### config.mk
export PLATFORM = sky130hd
export DESIGN_NAME = writeback_tracer
export DESIGN_NICKNAME = d
export VERILOG_FILES = /design/src/rtl/writeback_trace_pkg.sv /design/src/rtl/trace_fifo.sv /design/src/rtl/writeback_tracer.sv
export SDC_FILE = /design/constraint.sdc
export NUM_CORES = 2
export LEC_CHECK = 0
export CAP_MARGIN = 20
export CORE_MARGIN = 4
export CORE_UTILIZATION = 60
export DETAILED_ROUTE_END_ITERATION = 8
export PLACE_DENSITY = 0.78
export SLEW_MARGIN = 5
export SYNTH_ARGS = -nofsm -noshare
export SYNTH_HDL_FRONTEND = slang
export SYNTH_SLANG_ARGS = --single-unit
export TNS_END_PERCENT = 30
### constraint.sdc
create_clock -name clk_i -period 9.9 [get_ports clk_i]
set_input_delay 1.485 -clock clk_i [delete_from_list [all_inputs] [get_ports clk_i]]
set_output_delay 1.485 -clock clk_i [all_outputs]
set_load 0.02 [all_outputs]
### src/rtl/writeback_trace_pkg.sv
// Shared types for the writeback tracer: the buffered packet, the header
// bit layout and the serializer state encoding.
// Optional feature macro: TRACE_MEM_ADDRESS_EN (adds the memory-address word).
package writeback_trace_pkg;

   // Header word layout
   localparam int HDR_OVF_BIT   = 31;
   localparam int HDR_STORE_BIT = 30;
   localparam int HDR_LOAD_BIT  = 29;
   localparam int HDR_DEST_LSB  = 24;
   localparam int HDR_SEQ_LSB   = 16;
   localparam int HDR_DELTA_LSB = 0;
   localparam int HDR_DELTA_W   = 16;

   // Serializer states; MEMADDR only exists when memory addresses are traced
   typedef enum logic [2:0] {
      ST_IDLE    = 3'd0,
      ST_HEADER  = 3'd1,
      ST_IADDR   = 3'd2,
`ifdef TRACE_MEM_ADDRESS_EN
      ST_RESULT  = 3'd3,
      ST_MEMADDR = 3'd4
`else
      ST_RESULT  = 3'd3
`endif
   } ser_state_e;

   // One captured event, everything needed to emit its words later
   typedef struct packed {
      logic        overflow;
      logic        store;
      logic        load;
      logic [4:0]  dest;
      logic [7:0]  seq;
      logic [15:0] delta;
      logic [31:0] iaddr;
      logic [31:0] result;
`ifdef TRACE_MEM_ADDRESS_EN
      logic [31:0] mem_addr;
`endif
   } trace_pkt_t;

   // Build the header word of a packet
   function automatic logic [31:0] pack_header(input trace_pkt_t p);
      logic [31:0] h;
      h = '0;
      h[HDR_OVF_BIT]                 = p.overflow;
      h[HDR_STORE_BIT]               = p.store;
      h[HDR_LOAD_BIT]                = p.load;
      h[HDR_DEST_LSB +: 5]           = p.dest;
      h[HDR_SEQ_LSB +: 8]            = p.seq;
      h[HDR_DELTA_LSB +: HDR_DELTA_W] = p.delta;
      return h;
   endfunction

endpackage

### src/rtl/trace_fifo.sv
// Synchronous FIFO of trace packets. Pushes while full and pops while empty
// are ignored. Read data is the current head, valid whenever not empty.
module trace_fifo
   import writeback_trace_pkg::*;
#(
   parameter int DEPTH = 16
) (
   input  logic       clk_i,
   input  logic       rst_n_i,
   input  logic       push_i,
   input  trace_pkt_t wdata_i,
   input  logic       pop_i,
   output trace_pkt_t rdata_o,
   output logic       full_o,
   output logic       empty_o
);

   localparam int AW = $clog2(DEPTH);

   trace_pkt_t     mem_q [DEPTH];
   logic [AW:0]    wr_ptr_q, wr_ptr_d;
   logic [AW:0]    rd_ptr_q, rd_ptr_d;
   logic           do_push, do_pop;

   assign full_o  = (wr_ptr_q[AW] != rd_ptr_q[AW]) && (wr_ptr_q[AW-1:0] == rd_ptr_q[AW-1:0]);
   assign empty_o = (wr_ptr_q == rd_ptr_q);
   assign do_push = push_i & ~full_o;
   assign do_pop  = pop_i & ~empty_o;
   assign rdata_o = mem_q[rd_ptr_q[AW-1:0]];

   // Pointer next-state: advance on accepted push/pop
   always_comb begin
      wr_ptr_d = wr_ptr_q;
      rd_ptr_d = rd_ptr_q;
      if (do_push) wr_ptr_d = wr_ptr_q + 1'b1;
      if (do_pop)  rd_ptr_d = rd_ptr_q + 1'b1;
   end

   // Pointer registers; reset empties the FIFO
   always_ff @(posedge clk_i or negedge rst_n_i) begin
      if (!rst_n_i) begin
         wr_ptr_q <= '0;
         rd_ptr_q <= '0;
      end else begin
         wr_ptr_q <= wr_ptr_d;
         rd_ptr_q <= rd_ptr_d;
      end
   end

   // Storage array, written at the tail on an accepted push
   always_ff @(posedge clk_i) begin
      if (do_push) mem_q[wr_ptr_q[AW-1:0]] <= wdata_i;
   end

endmodule

### src/rtl/writeback_tracer.sv
// CPU writeback tracer: captures retired results into a packet FIFO and
// serializes each packet as header / iaddress / result [/ mem_address] words
// over a valid/ready stream.
// Optional feature macro: TRACE_MEM_ADDRESS_EN.
// Handshake: a word transfers on a rising edge where trace_valid_o and
// trace_ready_i are both high; while ready is low the word and last flag hold.
module writeback_tracer
   import writeback_trace_pkg::*;
#(
   parameter int TRACE_DEPTH = 16,
   parameter int DELTA_WIDTH = 16
) (
   input  logic        clk_i,
   input  logic        rst_n_i,
   input  logic        trace_enable_i,
   input  logic        writeback_i,
   input  logic [31:0] iaddress_i,
   input  logic [31:0] result_i,
   input  logic [4:0]  destination_i,
   input  logic        store_i,
   input  logic        load_i,
   input  logic [31:0] mem_address_i,
   output logic        trace_valid_o,
   input  logic        trace_ready_i,
   output logic [31:0] trace_data_o,
   output logic        trace_last_o,
   output logic        overflow_o,
   output logic [15:0] dropped_count_o,
   output logic [2:0]  dbg_state_o
);

   ser_state_e             state_q, state_d;
   logic [DELTA_WIDTH-1:0] delta_q, delta_d;
   logic [7:0]             seq_q, seq_d;
   logic                   pend_ovf_q, pend_ovf_d;
   logic                   overflow_q, overflow_d;
   logic [15:0]            dropped_q, dropped_d;
   logic [15:0]            delta_hdr;
   logic                   fifo_full, fifo_empty, fifo_pop;
   logic                   capture, drop;
   trace_pkt_t             wpkt, pkt;

`ifndef TRACE_MEM_ADDRESS_EN
   logic unused_mem_address;
   assign unused_mem_address = ^mem_address_i;
`endif

   // Full is the pre-pop flag, so an event arriving while full is dropped
   assign capture = writeback_i & trace_enable_i & ~fifo_full;
   assign drop    = writeback_i & trace_enable_i & fifo_full;

   // Clamp the delta counter into the 16-bit header field
   always_comb begin
      delta_hdr = 16'(delta_q);
      if (DELTA_WIDTH > HDR_DELTA_W && |(delta_q >> HDR_DELTA_W)) delta_hdr = '1;
   end

   // Assemble the packet for the event on the inputs this cycle
   always_comb begin
      wpkt          = '0;
      wpkt.overflow = pend_ovf_q;
      wpkt.store    = store_i;
      wpkt.load     = load_i & ~store_i;
      wpkt.dest     = destination_i;
      wpkt.seq      = seq_q;
      wpkt.delta    = delta_hdr;
      wpkt.iaddr    = iaddress_i;
      wpkt.result   = result_i;
`ifdef TRACE_MEM_ADDRESS_EN
      wpkt.mem_addr = mem_address_i;
`endif
   end

   trace_fifo #(.DEPTH(TRACE_DEPTH)) u_fifo (
      .clk_i   (clk_i),
      .rst_n_i (rst_n_i),
      .push_i  (capture),
      .wdata_i (wpkt),
      .pop_i   (fifo_pop),
      .rdata_o (pkt),
      .full_o  (fifo_full),
      .empty_o (fifo_empty)
   );

   // Counter next-state: delta restarts at 1 on capture so the next event
   // sees the number of edges since this one; drops mark the next packet
   always_comb begin
      delta_d    = delta_q;
      seq_d      = seq_q;
      pend_ovf_d = pend_ovf_q;
      overflow_d = overflow_q;
      dropped_d  = dropped_q;
      if (capture) begin
         delta_d    = '0;
         delta_d[0] = 1'b1;
         seq_d      = seq_q + 8'd1;
         pend_ovf_d = 1'b0;
      end else if (delta_q != {DELTA_WIDTH{1'b1}}) begin
         delta_d = delta_q + 1'b1;
      end
      if (drop) begin
         pend_ovf_d = 1'b1;
         overflow_d = 1'b1;
         if (dropped_q != 16'hFFFF) dropped_d = dropped_q + 16'd1;
      end
   end

   // Counter and flag registers
   always_ff @(posedge clk_i or negedge rst_n_i) begin
      if (!rst_n_i) begin
         delta_q    <= '0;
         seq_q      <= '0;
         pend_ovf_q <= 1'b0;
         overflow_q <= 1'b0;
         dropped_q  <= '0;
      end else begin
         delta_q    <= delta_d;
         seq_q      <= seq_d;
         pend_ovf_q <= pend_ovf_d;
         overflow_q <= overflow_d;
         dropped_q  <= dropped_d;
      end
   end

   assign overflow_o      = overflow_q;
   assign dropped_count_o = dropped_q;
   assign dbg_state_o     = state_q;

   // Serializer next-state and stream outputs; the FIFO head is popped when
   // the last word of its packet is accepted
   always_comb begin
      state_d       = state_q;
      trace_valid_o = 1'b0;
      trace_data_o  = '0;
      trace_last_o  = 1'b0;
      fifo_pop      = 1'b0;
      case (state_q)
         ST_IDLE: begin
            if (!fifo_empty) state_d = ST_HEADER;
         end
         ST_HEADER: begin
            trace_valid_o = 1'b1;
            trace_data_o  = pack_header(pkt);
            if (trace_ready_i) state_d = ST_IADDR;
         end
         ST_IADDR: begin
            trace_valid_o = 1'b1;
            trace_data_o  = pkt.iaddr;
            if (trace_ready_i) state_d = ST_RESULT;
         end
         ST_RESULT: begin
            trace_valid_o = 1'b1;
            trace_data_o  = pkt.result;
`ifdef TRACE_MEM_ADDRESS_EN
            trace_last_o  = ~(pkt.store | pkt.load);
            if (trace_ready_i) begin
               if (pkt.store | pkt.load) begin
                  state_d = ST_MEMADDR;
               end else begin
                  fifo_pop = 1'b1;
                  state_d  = ST_IDLE;
               end
            end
`else
            trace_last_o  = 1'b1;
            if (trace_ready_i) begin
               fifo_pop = 1'b1;
               state_d  = ST_IDLE;
            end
`endif
         end
`ifdef TRACE_MEM_ADDRESS_EN
         ST_MEMADDR: begin
            trace_valid_o = 1'b1;
            trace_data_o  = pkt.mem_addr;
            trace_last_o  = 1'b1;
            if (trace_ready_i) begin
               fifo_pop = 1'b1;
               state_d  = ST_IDLE;
            end
         end
`endif
         default: state_d = ST_IDLE;
      endcase
   end

   // Serializer state register; reset abandons any packet in flight
   always_ff @(posedge clk_i or negedge rst_n_i) begin
      if (!rst_n_i) state_q <= ST_IDLE;
      else          state_q <= state_d;
   end

endmodule

-- Yosys cells after proc, flatten, opt, wreduce, memory -nomap -nowiden
Memories as Yosys holds them, arrays and structs flattened.
Cells that the tools add are included.
- register bits after elaboration: 55
- latch bits: 0
- RAM bits: 1536
- bits in read-only memories: 0
- input port bits: 108
- output and inout port bits: 54
- logic and storage cells: 58
- memories kept: 1
- memories (name ; words ; width ; read ports ; clocked after Yosys merged registers in ; wr ports ; RTL line ; RTL):
    u_fifo.mem_q ; 16 ; 96 ; 1 ; 0 ; 1 ; trace_fifo.sv:20 ; trace_pkt_t mem_q [DEPTH];
- add/sub/neg operators: 5
- $mul: 0
- div/mod/pow operators: 0
- magnitude comparators: 0
- equal/unequal tests: 12
- shift-type cells: 0
- muxes and demuxes: 16
- bitwise operators: 9
- reduce and logical (&&, ||, !) cells: 7
- operator list (cell ; number):
    $pmux 32 s3 ; 1
    $add 16x1->16 const B ; 2
    $mux 16 ; 2
    $ne 16x16->1 const B ; 2
    $mux 3 ; 4
    $pmux 3 s4 ; 1
    $add 5x1->5 const B ; 2
    $add 8x1->8 const B ; 1
    $mux 1 ; 8
    $ne 2x2->1 const B ; 4
    $and 1x1->1 ; 6
    $eq 3x2->1 const B ; 2
    $eq 5x5->1 ; 1
    $eq 4x4->1 ; 1
    $reduce_and 4->1 ; 1
    $reduce_bool 2->1 ; 2
    $eq 3x1->1 const B ; 1
    $logic_not 3->1 ; 1
    $not 1->1 ; 3
    $reduce_or 3->1 ; 1
    $reduce_and 2->1 ; 1
    $logic_and 1x1->1 ; 1
    $ne 1x1->1 ; 1

-- Logic depth before layout (Yosys ltp)
- depth in word-level cells: 7
- gate-level depth with buffers: 9
- depth with buffers taken out: 7

-- Cells and area by module
From an unflattened synthesis, not the netlist that was laid out.
- cell total of the unflattened synthesis: 2935
- area, all modules: 61893.1 sq um
- by module, submodules not included (module ; times used ; cells an instance ; area an instance (sq um) ; seq. area each (sq um)):
    trace_fifo ; 1 ; 2631 ; 59022.9 ; 46374.5
    writeback_tracer ; 1 ; 304 ; 2870.3 ; 1101.1

-- Worst setup path after synthesis
Ideal clock, no wire load.
- kind: input -> register
- from: input writeback_i
- to: memory u_fifo.mem_q[3][0] (netlist bit) (enable)
- library setup time: 0.668 ns
- arrival time: 8.622 ns
- required time: 9.232 ns
- slack: 0.610 ns
- stages: 5
- path buffers: 1
- cell sequence: nand2_1 a21oi_2 buf_2 nand2_1 nor3_1
- word-level cells in the longest chain between the ends: 5
- RTL lines (what ; RTL line ; RTL):
    start: declaration ; writeback_tracer.sv:16 ; input logic writeback_i,
    $and 1x1->1 (2 in a row) ; writeback_tracer.sv:49 ; assign capture = writeback_i & trace_enable_i & ~fifo_full;
    $and 1x1->1 ; trace_fifo.sv:27 ; assign do_push = push_i & ~full_o;
    $mux 1 ; trace_fifo.sv:52 ; if (do_push) mem_q[wr_ptr_q[AW-1:0]] <= wdata_i;
    $mux 1 (implied by the code) ; trace_fifo.sv:52 ;
    end: declaration ; trace_fifo.sv:20 ;
No other way between the ends.

-- Worst setup path after layout
- from: register u_fifo.rd_ptr_q[1]
- to: output trace_data_o[28]
- word-level cells in the longest chain between the ends: 2
- RTL lines (what ; RTL line ; RTL):
    start: declaration ; trace_fifo.sv:22 ; logic [AW:0] rd_ptr_q, rd_ptr_d;
    start signal: assignment ; trace_fifo.sv:46 ; rd_ptr_q <= rd_ptr_d;
    $mem_v2 16x96 ; n/a ;
    $pmux 32 s3 ; writeback_tracer.sv:137 ; case (state_q)
    end: declaration ; writeback_tracer.sv:25 ; output logic [31:0] trace_data_o,
No other way between the ends.

==> summary.txt <==
Fin. Hold Viols: 0
Setup repair bufs after CTS: 0
CTS buffer count: 153
CTS tree: built
Worst Skew: 0.03513 ns
H-tree Lvls: 4
Drt pass-1 iters: 8
Share of layout cells above drive strength 1: 20.37%
Tcrit/Tclk final: 66.76%
Die Height: 327.1 um
Total grt overflow: 0
HP Class: reg2reg
Layout Cells excl Fill: 4523
Peak VDD IR: 221.9 uV
Final setup viols: 0
TritonCTS Sinks: 1590
Post-synthesis cell type count: 54
Setup TNS: 0 ns
Part of the Yosys area used for sequential elements: 77.73%
EDFF count, synth: 1536
Initial Util: 60.73%
Nets: 3159
Util after Layout: 68.30%
Post-synth top flop: edfxtp_1
Average routed wire per standard cell: 32.80 um
Setup CP Type: reg2out
Num ports: 162
Critical Path Sink Type: output port
Largest net degree at the start of global routing: 118
Global-route wire length before repair: 215200 um
DRC: 0
Seq pwr share: 43.2%
Final worst path period need: 6.610 ns
Mapped cell area: 61080 um2
Critical Path RT: 8.42 ns
Switch Pwr: 5.786 mW
HPWL Detailed: 75620 um
Leak pwr: 21.82 nW
Vias: 31310
Post-synth top area share: 75.52%
CTS Buffer Depth: 3
GP Congestion: 0.7521
Critical Path AT: 5.12 ns
Initial antenna violation count: 9
WL final: 148300 um
Mean Syn Cell Area: 21.36 um2
PD cells: 275.8 nW/um2
Met2 usage: 45.31%
Crit Path Max Fanout: 59
Placed Instances: 4239
Routed Antenna Nets: 0
Clk root buf: clkbuf_16
Met1 Resource Use GR: 38.30%
Hold buffers post-CTS: 0
Hold slack final: 0.4668 ns
Syn Nets: 2980
Clk Latency, worst-skew pair: 0.78 ns
Filler cell count: 5884
Core ar.: 100600 um2
Number of buffers inserted by port buffering: 128
Max-slew headroom: 25.70%
Outcome: finished clean
Main area contributors after synthesis: edfxtp_1 76%, mux4_2 12%, dfrtp_1 2.2%
CTS clk-pin slew, worst paths: 0.06 ns
Met3 usage: 5.392%
Die width: 327.1 um
Sw frac: 30.53%
Worst setup SP type: flip-flop
Final instance area: 68700 um2
RSZ-0062 raised after global routing: no
Multi-input logic area: 12830 um2
Layout area overhead: 12.48%
Vias in the first global route: 31600
# rows: 116
Busiest grt layer: met2
Ys Warns: 0
Slew Viols, Final: 0
Vias per cell: 6.922
DIE AREA: 107000 um2
FFs w/ async S/R, synth: 3.396%
Part of the power in combinational logic: 27.2%
Max Cap Viol: 0
Starting DRC count in detailed routing: 4569
# resized after CTS: 0
Clock share of power: 29.6%
Total track usage: 27.83%
Area leader, netlist: edfxtp_1
Int Pwr: 13.16 mW
F_max: 0.1513 GHz
FF/Latch Area: 47490 um2
Synth Register Bits: 1590
Post-DP Area: 63820 um2
Slew @ Worst Pin: 1.114 ns
Synthesized netlist cell count: 2860
## logic make-up (layout without fill, tap and decap cells)
family | after synthesis | after routing | synth area share, %
buf+inv | 174 | 475 | 1.487
xor+xnor | 45 | 45 | 0.6453
mux | 397 | 397 | 13.08
flops | 1590 | 1590 | 77.73
other cells | 1 | 6 | 0.006140
simple gates | 248 | 248 | 2.288
fa+ha+maj | 12 | 12 | 0.2458
compound gates | 393 | 393 | 4.517
## stage by stage
stage	setup WS, ns	power, mW
6_report	3.290	18.95
3_5_place_dp	4.130	13.36
2_1_floorplan	0.6098	11.70
4_1_cts	3.326	18.95
5_1_grt	3.189	19.60
3_3_place_gp	4.292	13.20
## final cells by class
type                       count  area share (%)
inverter                      10         0.05464
antenna                        5         0.01821
timing repair buffer         188           2.655
sequential                  1590           69.12
tap                         1357           2.471
clock inverter                87           1.126
clock buffer                 190           5.877
multi-input combinational   1096           18.67
## final timing paths
check                      depth (start not counted)                              to  slack [ns]                           start
max in group asynchronous                          2  u_fifo.rd_ptr_q[0]$_DFFE_PN0P_        8.37                         rst_n_i
min reg2reg                                        1          overflow_o$_DFFE_PN0P_        0.47          overflow_o$_DFFE_PN0P_
min                                                1          overflow_o$_DFFE_PN0P_        0.47          overflow_o$_DFFE_PN0P_
max reg2reg                                        8   u_fifo.mem_q[5][37]$_DFFE_PP_        4.41  u_fifo.rd_ptr_q[0]$_DFFE_PN0P_
min in group asynchronous                          2  dropped_count_o[1]$_DFFE_PN0P_        0.88                         rst_n_i
max                                                7                trace_data_o[28]        3.29  u_fifo.rd_ptr_q[1]$_DFFE_PN0P_
## power by group through the flow
stage,combinational (mW),clock [mW],sequential (mW)
final,5.16,5.60,8.18
after global routing,5.43,5.95,8.22
after CTS,5.13,5.65,8.17
after detailed placement,5.05,0,8.30
after global placement,4.95,0,8.26
after floorplan,3.56,0,8.14
## layer usage
layer | vias up | wire (um)
met2 | 2231 | 74370
met1 | 16280 | 53520
met4 | 4 | 4877
met3 | 339 | 15570
li1 | 12450 | -
met5 | - | 17
## cells in the mapped netlist (all sizes together) (2+ instances only)
master,instances
nand3,12
o22ai,4
a222oi,11
a211o,21
nor3,4
a22o,16
nor4,21
a221oi,33
edfxtp,1536
mux2,10
a211oi,49
ha,12
a21oi,77
and2,7
and3,29
nand2b,6
nor2,52
o211ai,2
a22oi,111
o21ai,41
buf,92
xnor2,27
nor3b,2
nand4,12
nor2b,63
o221ai,4
a31oi,18
xor2,18
dfrtp,54
nand4b,3
mux4,320
inv,10
mux2i,67
and4,8
clkbuf,72
a21o,3
nand2,26
## worst max-delay path, stage by stage (launching register included)
cell and delay, ns:
dfrtp_4 0.99, buf_4 0.76, buf_4 0.72, mux4_2 0.42, a22oi_1 0.22, a21oi_1 0.22
a211o_1 0.40, clkdlybuf4s50_1 0.56
## sequential cells by signal, indices dropped and copies added (netlist names)
register and count:
u_fifo.mem_q 1536, delta_hdr 16, dropped_count_o 16, seq_q 8, u_fifo.rd_ptr_q 5, u_fifo.wr_ptr_q 5
dbg_state_o 2, overflow_o 1, pend_ovf_q 1
## cell usage in the layout, fill, tap and decap left out, types with 12 or more instances in the layout
master,n
nand4_1,12
clkdlybuf4s50_1,127
nor2_1,49
dfrtp_1,50
a31oi_1,18
and3_4,15
nand3_1,12
clkinv_2,28
clkbuf_1,30
xor2_1,18
nor2b_1,58
buf_4,54
a221oi_1,33
mux2i_1,67
a22oi_1,111
clkbuf_16,153
nand2_1,24
a211o_1,21
xnor2_1,27
o21ai_1,23
and3_1,14
edfxtp_1,1536
nor4_1,20
a21oi_1,76
a211oi_1,49
o21ai_0,18
clkinv_1,29
a22o_1,16
mux4_2,320
Note: power is estimated with default switching activity, not from simulation.
